### src/rtl/fetch_pkg.sv
`default_nettype none
//==============================================================================
// Module   : fetch_pkg
// Brief    : Shared NPC select codes, fetch state encoding and default widths.
// Revision : 1.0
//==============================================================================
package fetch_pkg;

   localparam int FETCH_ADDR_W = 32;
   localparam int FETCH_INST_W = 32;
   localparam int FETCH_PERF_W = 32;

   localparam logic [1:0] NPC_PC4  = 2'b00;
   localparam logic [1:0] NPC_BR   = 2'b01;
   localparam logic [1:0] NPC_JALR = 2'b10;
   localparam logic [1:0] NPC_JAL  = 2'b11;

   typedef enum logic [1:0] {
      ST_BOOT  = 2'd0,
      ST_FETCH = 2'd1,
      ST_FULL  = 2'd2,
      ST_DRAIN = 2'd3
   } fetch_state_e;

endpackage : fetch_pkg
`default_nettype wire

### src/rtl/fetch_ctrl_if.sv
`default_nettype none
//==============================================================================
// Module   : fetch_ctrl_if
// Brief    : PC / NPC, instruction-memory, ID-stage and perf signals of fetch_ctrl.
// Revision : 1.0
//==============================================================================
interface fetch_ctrl_if
   import fetch_pkg::*;
#(
   parameter int ADDR_W = FETCH_ADDR_W,
   parameter int INST_W = FETCH_INST_W,
   parameter int PERF_W = FETCH_PERF_W
);
   logic [ADDR_W-1:0] pc;
   logic              pc_we;
   logic [1:0]        npc_op;
   logic              redirect_valid;
   logic [1:0]        redirect_op;
   logic              imem_req;
   logic [ADDR_W-1:0] imem_addr;
   logic              imem_rdy;
   logic [INST_W-1:0] imem_rdata;
   logic              inst_valid;
   logic [INST_W-1:0] inst;
   logic [ADDR_W-1:0] inst_pc;
   logic              id_ready;
   logic              flush;
   logic [PERF_W-1:0] perf_fetch_cnt;
   logic [PERF_W-1:0] perf_stall_cnt;

   modport master (
      input  pc, redirect_valid, redirect_op, imem_rdy, imem_rdata, id_ready,
      output pc_we, npc_op, imem_req, imem_addr, inst_valid, inst, inst_pc,
             flush, perf_fetch_cnt, perf_stall_cnt
   );

   modport slave (
      output pc, redirect_valid, redirect_op, imem_rdy, imem_rdata, id_ready,
      input  pc_we, npc_op, imem_req, imem_addr, inst_valid, inst, inst_pc,
             flush, perf_fetch_cnt, perf_stall_cnt
   );
endinterface : fetch_ctrl_if
`default_nettype wire

### src/rtl/fetch_perf_cnt.sv
`default_nettype none
//==============================================================================
// Module   : fetch_perf_cnt
// Brief    : Delivered-instruction and ID-stall counters, wrapping at 2^PERF_W.
// Revision : 1.0
//==============================================================================
module fetch_perf_cnt
   import fetch_pkg::*;
#(
   parameter int PERF_W = FETCH_PERF_W
) (
   input  wire logic              clk,
   input  wire logic              rst,
   input  wire logic              i_inst_valid,
   input  wire logic              i_id_ready,
   input  wire logic              i_redirect_valid,
   output logic      [PERF_W-1:0] o_fetch_cnt,
   output logic      [PERF_W-1:0] o_stall_cnt
);
   logic [PERF_W-1:0] r_fetch_cnt;
   logic [PERF_W-1:0] r_stall_cnt;

   always_ff @(posedge clk or negedge rst) begin
      if (!rst) begin
         r_fetch_cnt <= '0;
         r_stall_cnt <= '0;
      end else begin
         if (i_inst_valid && i_id_ready && !i_redirect_valid)
            r_fetch_cnt <= r_fetch_cnt + 1'b1;
         if (i_inst_valid && !i_id_ready)
            r_stall_cnt <= r_stall_cnt + 1'b1;
      end
   end

   assign o_fetch_cnt = r_fetch_cnt;
   assign o_stall_cnt = r_stall_cnt;
endmodule : fetch_perf_cnt
`default_nettype wire

### src/rtl/fetch_ctrl.sv
`default_nettype none
//==============================================================================
// Module   : fetch_ctrl
// Brief    : IF-stage sequencer: PC advance, imem req/rdy, one-entry ID buffer,
//            EX redirects. Optional counters enabled by macro FETCH_PERF_EN.
// Revision : 1.0
//==============================================================================
module fetch_ctrl
   import fetch_pkg::*;
#(
   parameter int ADDR_W = FETCH_ADDR_W,
   parameter int INST_W = FETCH_INST_W,
   parameter int PERF_W = FETCH_PERF_W
) (
   input  wire logic  clk,
   input  wire logic  rst,
   fetch_ctrl_if.master bus
);
   fetch_state_e      r_state;
   fetch_state_e      w_state_nxt;
   logic              r_out;
   logic [ADDR_W-1:0] r_addr;
   logic [INST_W-1:0] r_inst;
   logic [ADDR_W-1:0] r_inst_pc;

   logic              w_redirect;
   logic              w_req;
   logic              w_capture;
   logic              w_inst_valid;
   logic [ADDR_W-1:0] w_addr;

   always_comb begin
      w_state_nxt = r_state;
      w_redirect  = 1'b0;
      w_req       = 1'b0;
      w_capture   = 1'b0;
      case (r_state)
         ST_BOOT: begin
            w_state_nxt = ST_FETCH;
         end
         ST_FETCH: begin
            w_redirect = bus.redirect_valid;
            w_req      = 1'b1;
            if (w_redirect)
               w_state_nxt = bus.imem_rdy ? ST_FETCH : ST_DRAIN;
            else if (bus.imem_rdy) begin
               w_capture   = 1'b1;
               w_state_nxt = ST_FULL;
            end
         end
         ST_FULL: begin
            // A redirect wins over a pending hand-off, so no request starts then.
            w_redirect = bus.redirect_valid;
            if (w_redirect)
               w_state_nxt = ST_FETCH;
            else if (bus.id_ready) begin
               w_req = 1'b1;
               if (bus.imem_rdy)
                  w_capture = 1'b1;
               else
                  w_state_nxt = ST_FETCH;
            end
         end
         ST_DRAIN: begin
            w_redirect = bus.redirect_valid;
            w_req      = 1'b1;
            if (bus.imem_rdy)
               w_state_nxt = ST_FETCH;
         end
         default: begin
            w_state_nxt = ST_BOOT;
         end
      endcase
   end

   // A request's first cycle presents the live PC; later cycles replay the latch.
   assign w_addr       = (w_req && !r_out) ? bus.pc : r_addr;
   assign w_inst_valid = (r_state == ST_FULL);

   always_ff @(posedge clk or negedge rst) begin
      if (!rst) begin
         r_state   <= ST_BOOT;
         r_out     <= 1'b0;
         r_addr    <= '0;
         r_inst    <= '0;
         r_inst_pc <= '0;
      end else begin
         r_state <= w_state_nxt;
         r_out   <= w_req && !bus.imem_rdy;
         if (w_req)
            r_addr <= w_addr;
         if (w_capture) begin
            r_inst    <= bus.imem_rdata;
            r_inst_pc <= w_addr;
         end
      end
   end

   assign bus.pc_we      = w_redirect || w_capture;
   assign bus.npc_op     = w_redirect ? bus.redirect_op : NPC_PC4;
   assign bus.flush      = w_redirect;
   assign bus.imem_req   = w_req;
   assign bus.imem_addr  = w_addr;
   assign bus.inst_valid = w_inst_valid;
   assign bus.inst       = r_inst;
   assign bus.inst_pc    = r_inst_pc;

`ifdef FETCH_PERF_EN
   fetch_perf_cnt #(
      .PERF_W (PERF_W)
   ) u_perf (
      .clk              (clk),
      .rst              (rst),
      .i_inst_valid     (w_inst_valid),
      .i_id_ready       (bus.id_ready),
      .i_redirect_valid (bus.redirect_valid),
      .o_fetch_cnt      (bus.perf_fetch_cnt),
      .o_stall_cnt      (bus.perf_stall_cnt)
   );
`else
   assign bus.perf_fetch_cnt = {PERF_W{1'b0}};
   assign bus.perf_stall_cnt = {PERF_W{1'b0}};
`endif

endmodule : fetch_ctrl
`default_nettype wire

### src/flat_wrapper.sv
// flat-port wrapper written by rule: the top's interface ports become plain ports
module fetch_ctrl_flat import fetch_pkg::*;
#(
   parameter int ADDR_W = FETCH_ADDR_W,
   parameter int INST_W = FETCH_INST_W,
   parameter int PERF_W = FETCH_PERF_W
)
  (clk, rst, bus_pc, bus_redirect_valid, bus_redirect_op, bus_imem_rdy, bus_imem_rdata, bus_id_ready, bus_pc_we, bus_npc_op, bus_imem_req, bus_imem_addr, bus_inst_valid, bus_inst, bus_inst_pc, bus_flush, bus_perf_fetch_cnt, bus_perf_stall_cnt);
  fetch_ctrl_if #(.ADDR_W(ADDR_W), .INST_W(INST_W), .PERF_W(PERF_W)) bus_i ();
  input  wire logic clk;
  input  wire logic rst;
  input wire logic [$bits(bus_i.pc)-1:0] bus_pc;
  input wire logic [$bits(bus_i.redirect_valid)-1:0] bus_redirect_valid;
  input wire logic [$bits(bus_i.redirect_op)-1:0] bus_redirect_op;
  input wire logic [$bits(bus_i.imem_rdy)-1:0] bus_imem_rdy;
  input wire logic [$bits(bus_i.imem_rdata)-1:0] bus_imem_rdata;
  input wire logic [$bits(bus_i.id_ready)-1:0] bus_id_ready;
  output wire logic [$bits(bus_i.pc_we)-1:0] bus_pc_we;
  output wire logic [$bits(bus_i.npc_op)-1:0] bus_npc_op;
  output wire logic [$bits(bus_i.imem_req)-1:0] bus_imem_req;
  output wire logic [$bits(bus_i.imem_addr)-1:0] bus_imem_addr;
  output wire logic [$bits(bus_i.inst_valid)-1:0] bus_inst_valid;
  output wire logic [$bits(bus_i.inst)-1:0] bus_inst;
  output wire logic [$bits(bus_i.inst_pc)-1:0] bus_inst_pc;
  output wire logic [$bits(bus_i.flush)-1:0] bus_flush;
  output wire logic [$bits(bus_i.perf_fetch_cnt)-1:0] bus_perf_fetch_cnt;
  output wire logic [$bits(bus_i.perf_stall_cnt)-1:0] bus_perf_stall_cnt;
  assign bus_i.pc = bus_pc;
  assign bus_i.redirect_valid = bus_redirect_valid;
  assign bus_i.redirect_op = bus_redirect_op;
  assign bus_i.imem_rdy = bus_imem_rdy;
  assign bus_i.imem_rdata = bus_imem_rdata;
  assign bus_i.id_ready = bus_id_ready;
  assign bus_pc_we = bus_i.pc_we;
  assign bus_npc_op = bus_i.npc_op;
  assign bus_imem_req = bus_i.imem_req;
  assign bus_imem_addr = bus_i.imem_addr;
  assign bus_inst_valid = bus_i.inst_valid;
  assign bus_inst = bus_i.inst;
  assign bus_inst_pc = bus_i.inst_pc;
  assign bus_flush = bus_i.flush;
  assign bus_perf_fetch_cnt = bus_i.perf_fetch_cnt;
  assign bus_perf_stall_cnt = bus_i.perf_stall_cnt;
  fetch_ctrl #(.ADDR_W(ADDR_W), .INST_W(INST_W), .PERF_W(PERF_W)) u_core (.clk(clk), .rst(rst), .bus(bus_i));
endmodule
### config.mk
export PLATFORM = sky130hd
export DESIGN_NAME = fetch_ctrl_flat
export DESIGN_NICKNAME = d
export VERILOG_FILES = /design/src/rtl/fetch_pkg.sv /design/src/rtl/fetch_ctrl_if.sv /design/src/rtl/fetch_perf_cnt.sv /design/src/rtl/fetch_ctrl.sv /design/src/flat_wrapper.sv
export SDC_FILE = /design/constraint.sdc
export NUM_CORES = 1
export LEC_CHECK = 0
export ABC_AREA = 1
export BUFFER_PORTS_ARGS = -buffer_cell sky130_fd_sc_hd__buf_2
export CAP_MARGIN = 40
export CORE_MARGIN = 3
export CORE_UTILIZATION = 30
export DETAILED_ROUTE_END_ITERATION = 10
export GPL_TIMING_DRIVEN = 0
export PLACE_DENSITY = 0.53
export SYNTH_ARGS = -nofsm -noshare
export SYNTH_HDL_FRONTEND = slang
export SYNTH_SLANG_ARGS = --single-unit
### constraint.sdc
create_clock -name clk -period 4 [get_ports clk]
set_input_delay 0.2 -clock clk [delete_from_list [all_inputs] [get_ports clk]]
set_output_delay 0.2 -clock clk [all_outputs]
set_load 0.03 [all_outputs]
==> metrics.cfg, run 1 <==
[status]
run_status = completed

[yosys]
syn_avg_cell_area_um2 = 8.629
synth_top_cell_by_area = dfrtp_1
yosys_warnings = 0
ys_seq_area_share_pct = 46.38
synth_area_um2 = 5341
syn_inst = 619
synth_seq_cells = 99
synth_top_area_share_pct = 46.38
synth.area.top_cells = dfrtp_1 (46%), nand2_1 (12%), buf_4 (9.3%), and2_1 (7.5%), nand2_4 (6.5%)
ys_types = 21

[drt]
drtIter0Drc = 166
antenna_left = 0
vias = 4371
via_per_inst = 3.985
remaining_drc_errors = 0
finalWirelength_um = 14100
avgRoutedWirePerCell_um = 12.85
firstDrtPassIters = 4

[layout]
syn_to_final_growth_pct = 32.28
final_area_um2 = 7066
final_cell_mix = buf_2 (188), nand2_1 (171), dfrtp_1 (99)
mostFrequentLayoutCell = buf_2
fin_nets = 943
drive_above_1_share_pct = 35.78
antennaDiodeCount = 0

[sta]
finalClockSkew_ps = 9.749
min_period_over_period_pct = 59.39
fin_crit_ps = 2376
fmax_ghz = 0.4209
relSlewSlack_pct = 57.36
rsz0062_at_grt = false
finalSetupViolCount = 0
finalSetupTns_ps = 0
slew_viol_final = 0
hold_viol = 0
tightest_slew_ps = 639.6

[cts]
cts_num_sinks = 99
h-tree-depth = 3
clkTransAtPathRegs_ps = 70
cts_root_buf = clkbuf_16
clock_latency_ps = 350
post_cts_buffers = 0
cts_buffers = 9
cts_tree = done
clockBufferDepth = 2

[setup_path]
cp_max_fo = 10
r2r_end = u_core.r_addr[30]
reg2reg_slack_ps = 2240
critical_path_arrival_ps = 2180
ff2ff_path_depth = 6
start_kind = register
crit_required_ps = 3800
rr_startpoint = u_core.r_state[0]
cp-end-kind = primary output
path_class = register to primary output

[grt]
grt_max_degree = 56
gr-usage-all-layers_pct = 14.59
grt_use_met2_pct = 24.40
grt_util_met1_pct = 19.10
grt_pass1_vias = 4370
grt-ovfl-total = 0
grt_busiest_layer = met2
gr-usage-met3_pct = 2.921
antenna_found_initial = 0
grt_pass1_wl_um = 22830

[worst_hold_path]
min_to = u_core.bus.inst[6]
hold_depth = 3
hp-class = input port to register
min-delay-start = bus_imem_rdata[6]

[floorplan]
die_height_um = 139.4
die_area_um2 = 19440
coreArea_um2 = 17360
fp.dieW_um = 139.4
start_util_pct = 30.77
io_pins = 237
rows = 48

[placed_design]
port_buffers = 172
dpl_cell_area_um2 = 6750
place_congestion = 0.7363
dp_hpwl_um = 10410

[run]
drv_cap = 0

[power_and_ir_drop]
p_per_area_nw_per_um2 = 963.4
total_leakage_power_nw = 4.184
worst_ir_drop_vdd_mv = 0.4177

[worst max-delay path by stage]
stage / startpoint / end / cells after the start
6_report: u_core.r_state[0] / bus_imem_addr[22] / 7
3_5_place_dp: u_core.r_state[0] / bus_imem_addr[30] / 7
4_1_cts: u_core.r_state[0] / bus_imem_addr[30] / 7
2_1_floorplan: u_core.r_state[0] / bus_npc_op[0] / 5
3_3_place_gp: rst / u_core.bus.inst[3] / 1
5_1_grt: u_core.r_state[0] / bus_imem_addr[22] / 7
[registers in the layout (all words and copies together) (netlist names)]
name / count
u_core.bus.inst: 32
u_core.bus.inst_pc: 32
u_core.r_addr: 32
u_core.r_state: 2
u_core.r_out: 1
[cell families (layout without fill, tap and decap cells)]
kind of cell	after synthesis	count (layout)	share of synthesized area, %
fa+ha+maj	5	5	1.171
simple gates	344	344	34.41
buf+inv	167	357	17.69
flops	99	99	46.38
other cells	1	64	0.07021
compound gates	3	3	0.2810
[synth_stat cells, drive strengths merged]
cell,number
nand2,203
dfrtp,99
buf,86
inv,78
and2,64
nand3,36
nand4,33
nor2,7
ha,5
clkbuf,3
o21ai,3
conb,1
nor3,1
[critical path: stages (launching register included)]
cell and delay (ps):
dfrtp_1 390, inv_1 100, ha_1 260, inv_1 200, buf_2 300, nand4_1 180, and2_1 220, buf_2 180
[repair_timing]
action,in CTS,in global routing
hold buffers,1,0
gates resized for setup,0,0
hold endpoints to repair,44,0
[per-stage QoR]
stage | hold slack (ps) | utilization (%) | power [mW] | std cells | worst slack, ps
final | 41.72 | 40.71 | 6.807 | 1097 | 1624
after global routing | 35.76 | 40.71 | 7.304 | 1097 | 1472
after CTS | 23.95 | 40.71 | 6.918 | 1097 | 1581
after detailed placement | 259.4 | 38.89 | 5.964 | 1080 | 1967
after global placement | 395.8 | 38.72 | 5.931 | 1079 | 1452
after floorplan | -95.59 | - | 4.832 | 682 | 2094
[metal layers]
layer / wire length, um / share of wire [%]
met5: 0 / 0
met4: 174 / 1.2
met3: 863 / 6.1
met2: 6796 / 48
met1: 6264 / 44
[where the power goes]
group          internal, mW  leakage [nW]  total, mW  switching, mW
registers              1.48          1.19       1.69          0.202
clock network         0.519         0.153      0.910          0.391
logic                  1.33          2.85       4.21           2.88
total                  3.33          4.18       6.81           3.47
[cell type report]
type	count	area [um^2]
Buffer	89	651.9
Clock buffer	12	256.5
Clock inverter	4	48.80
Fill cell	1819	10290
Inverter	78	292.8
Multi-Input combinational cell	416	2156
Sequential cell	99	2477
Tap cell	225	281.5
Timing Repair Buffer	174	900.9
(Power assumes the default switching activity.)
==> inputs of run 2 (changes only) <==
PLACE_DENSITY = 0.55   (was 0.53)
clock period = 2.1 ns   (was 4 ns; I/O delays follow)
==> run 2 against run 1 <==
  * The flow now finishes with violations (setup timing)
  * Final cell count rose by 4.2%
  * Combinational power up 130%
  * Utilization grew 4.6 points
  * Critical path depth grew 2
  * Total power up 110%
  * Register-to-register slack got worse by 2000 ps
  * Hold slack better by 72 ps
  * Sequential share of layout area is 3.6 points lower
==> metrics.cfg, run 2 (same netlist as run 1, synthesis figures left out) <==
[setup_path]
r2r_end = u_core.bus.inst_pc[21]
path_depth = 9  ; +2
critPathBufInv = 3  ; -1
cp_max_fo = 6  ; -4
cp-end-kind = primary output
ff2ff_path_depth = 9  ; +3
crit_slowest_cell = dfrtp_1
startpoint = u_core.r_state[1]
reg2reg_slack_ps = 280  ; -1960 ps
start_kind = register
cp_cell_sequence = buf_4, ha_4, nor2_4, nand2_8, nand3_4, bufbuf_16, nand2_4, and2_1, buf_4
critPathTopFamily = buffers and inverters
critical_path_arrival_ps = 2010  ; -170 ps
path_class = register to primary output
slowest_delay_ps = 400  ; about the same
crit_path_frequent_cell = buf_4
critPathCapture = bus_imem_addr[21]
crit_required_ps = 2000  ; -1800 ps
rr_startpoint = u_core.r_state[0]

[sta]
finalSetupViolCount = 11  ; +11
min_period_over_period_pct = 100.9
setup_ws_ps = -19.28  ; -1644 ps
tightest_slew_ps = 611.3  ; -28.21 ps
relSlewSlack_pct = 59.24  ; +1.9 points
finalClockSkew_ps = 15.51  ; +5.760 ps
fin_crit_ps = 2119
rsz0062_at_grt = true
slew_viol_final = 0  ; unchanged
holdWs_ps = 114.2  ; +72.43 ps
hold_viol = 0  ; unchanged
fmax_ghz = 0.4719

[placed_design]
dp_hpwl_um = 10400  ; about the same
dpl_cell_area_um2 = 6750  ; unchanged
port_buffers = 172  ; unchanged
place_congestion = 0.7544  ; +2.5%
preCtsSetupSlack_ps = 169.4  ; -1798 ps

[grt]
grt_max_degree = 58  ; +3.6%
grt-ovfl-total = 0  ; unchanged
antenna_found_initial = 0  ; unchanged
gr-usage-all-layers_pct = 15.25  ; +0.66 points
grt_pass1_vias = 4722  ; +8.1%
grt_pass1_wl_um = 23980  ; +5.0%

[drt]
firstDrtPassIters = 4  ; unchanged
antenna_left = 0  ; unchanged
drtIter0Drc = 164  ; -1.2%
finalWirelength_um = 14790  ; +4.9%
avgRoutedWirePerCell_um = 12.94  ; +0.68%
vias = 4556  ; +4.2%
via_per_inst = 3.986  ; about the same
remaining_drc_errors = 0  ; unchanged

[cts]
cts_root_buf = clkbuf_16
cts_num_sinks = 99  ; unchanged
clockBufferDepth = 2  ; unchanged
h-tree-depth = 3  ; unchanged
cts_buffers = 9  ; unchanged
cts_tree = done
clkTransAtPathRegs_ps = 80  ; about the same
clock_latency_ps = 350  ; about the same

[power_and_ir_drop]
worst_ir_drop_vdd_mv = 1.108  ; +170%
p_per_area_nw_per_um2 = 1855  ; +93%
power_mw = 14.59  ; +110%
total_leakage_power_nw = 4.543  ; +8.6%

[layout]
final_area_um2 = 7869  ; +11%
syn_to_final_growth_pct = 47.32
antennaDiodeCount = 0  ; unchanged
final_cell_mix = nand2_1 (169), buf_2 (149), dfrtp_1 (98)
mostFrequentLayoutCell = nand2_1
fin_nets = 989  ; +4.9%
drive_above_1_share_pct = 39.00  ; +3.2 points

[floorplan]
coreArea_um2 = 17360  ; unchanged
fp.dieW_um = 139.4  ; unchanged
die_height_um = 139.4  ; unchanged
rows = 48  ; unchanged
io_pins = 237  ; unchanged
die_area_um2 = 19440  ; unchanged
start_util_pct = 30.77  ; unchanged

[status]
run_status = finished, violations left
violations = setup timing

[run]
drv_cap = 0  ; unchanged

[worst_hold_path]
hp-class = input port to register

## run 2: metal layers
layer  part of all wire (%)  wire, um  global-route usage (%)  vias up
met3                    6.3       930                   3.643       13
met4                    1.5       215                   4.480        0
met2                     48      7157                   26.16      138
met5                      0         0                       0        -
met1                     44      6484                   19.14     2069
li1                       -         -                       -     2336
## run 2: repair_timing
item	in CTS	in global routing
hold buffers	34	0
endpoints found under the hold margin	75	0
gates resized for setup	46	69
buffers inserted	8	5
pin swaps	0	1
cloned	2	0
setup endpoints to repair	32	33
## run 2: final cells by class
type,instances,area [um^2]
Fill cell,1708,9488
Sequential cell,99,2479
Multi-Input combinational cell,416,2290
Timing Repair Buffer,221,1563
Buffer,88,673.1
Inverter,78,295.3
Tap cell,225,281.5
Clock buffer,10,239.0
Clock inverter,6,48.80
## run 2: worst min-delay path by stage
stage	start	slack, ps	endpoint	cells past startpoint
4_1_cts	bus_pc[10]	100	u_core.r_addr[10]	4
6_report	bus_pc[26]	110	u_core.r_addr[26]	4
5_1_grt	bus_pc[10]	140	u_core.r_addr[10]	4
3_3_place_gp	bus_imem_rdata[3]	300	u_core.bus.inst[3]	3
3_5_place_dp	rst	160	u_core.r_addr[13]	1
2_1_floorplan	rst	-190	u_core.bus.inst[0]	0
## run 2: metrics by stage
stage               std cells  TNS, ps  util (%)
detailed placement       1080        0     38.89
finish                   1143   -87.59     45.34
floorplan                 682        0         -
CTS                      1139    -1040     43.94
global route             1143    -3161     45.34
global placement         1079   -33310     38.72
## run 2: worst min-delay path: cells and delay by family
| family | cells | cell delay, ps |
|---|---|---|
| simple gates | 2 | 230 |
| buf+inv | 2 | 100 |
## run 2: power breakdown
part	total (mW)	internal [mW]	switching, mW	leakage (nW)
logic	9.75	3.94	5.81	3.23
clock network	1.63	0.846	0.784	0.131
registers	3.21	2.83	0.388	1.19
total	14.6	7.61	6.98	4.54
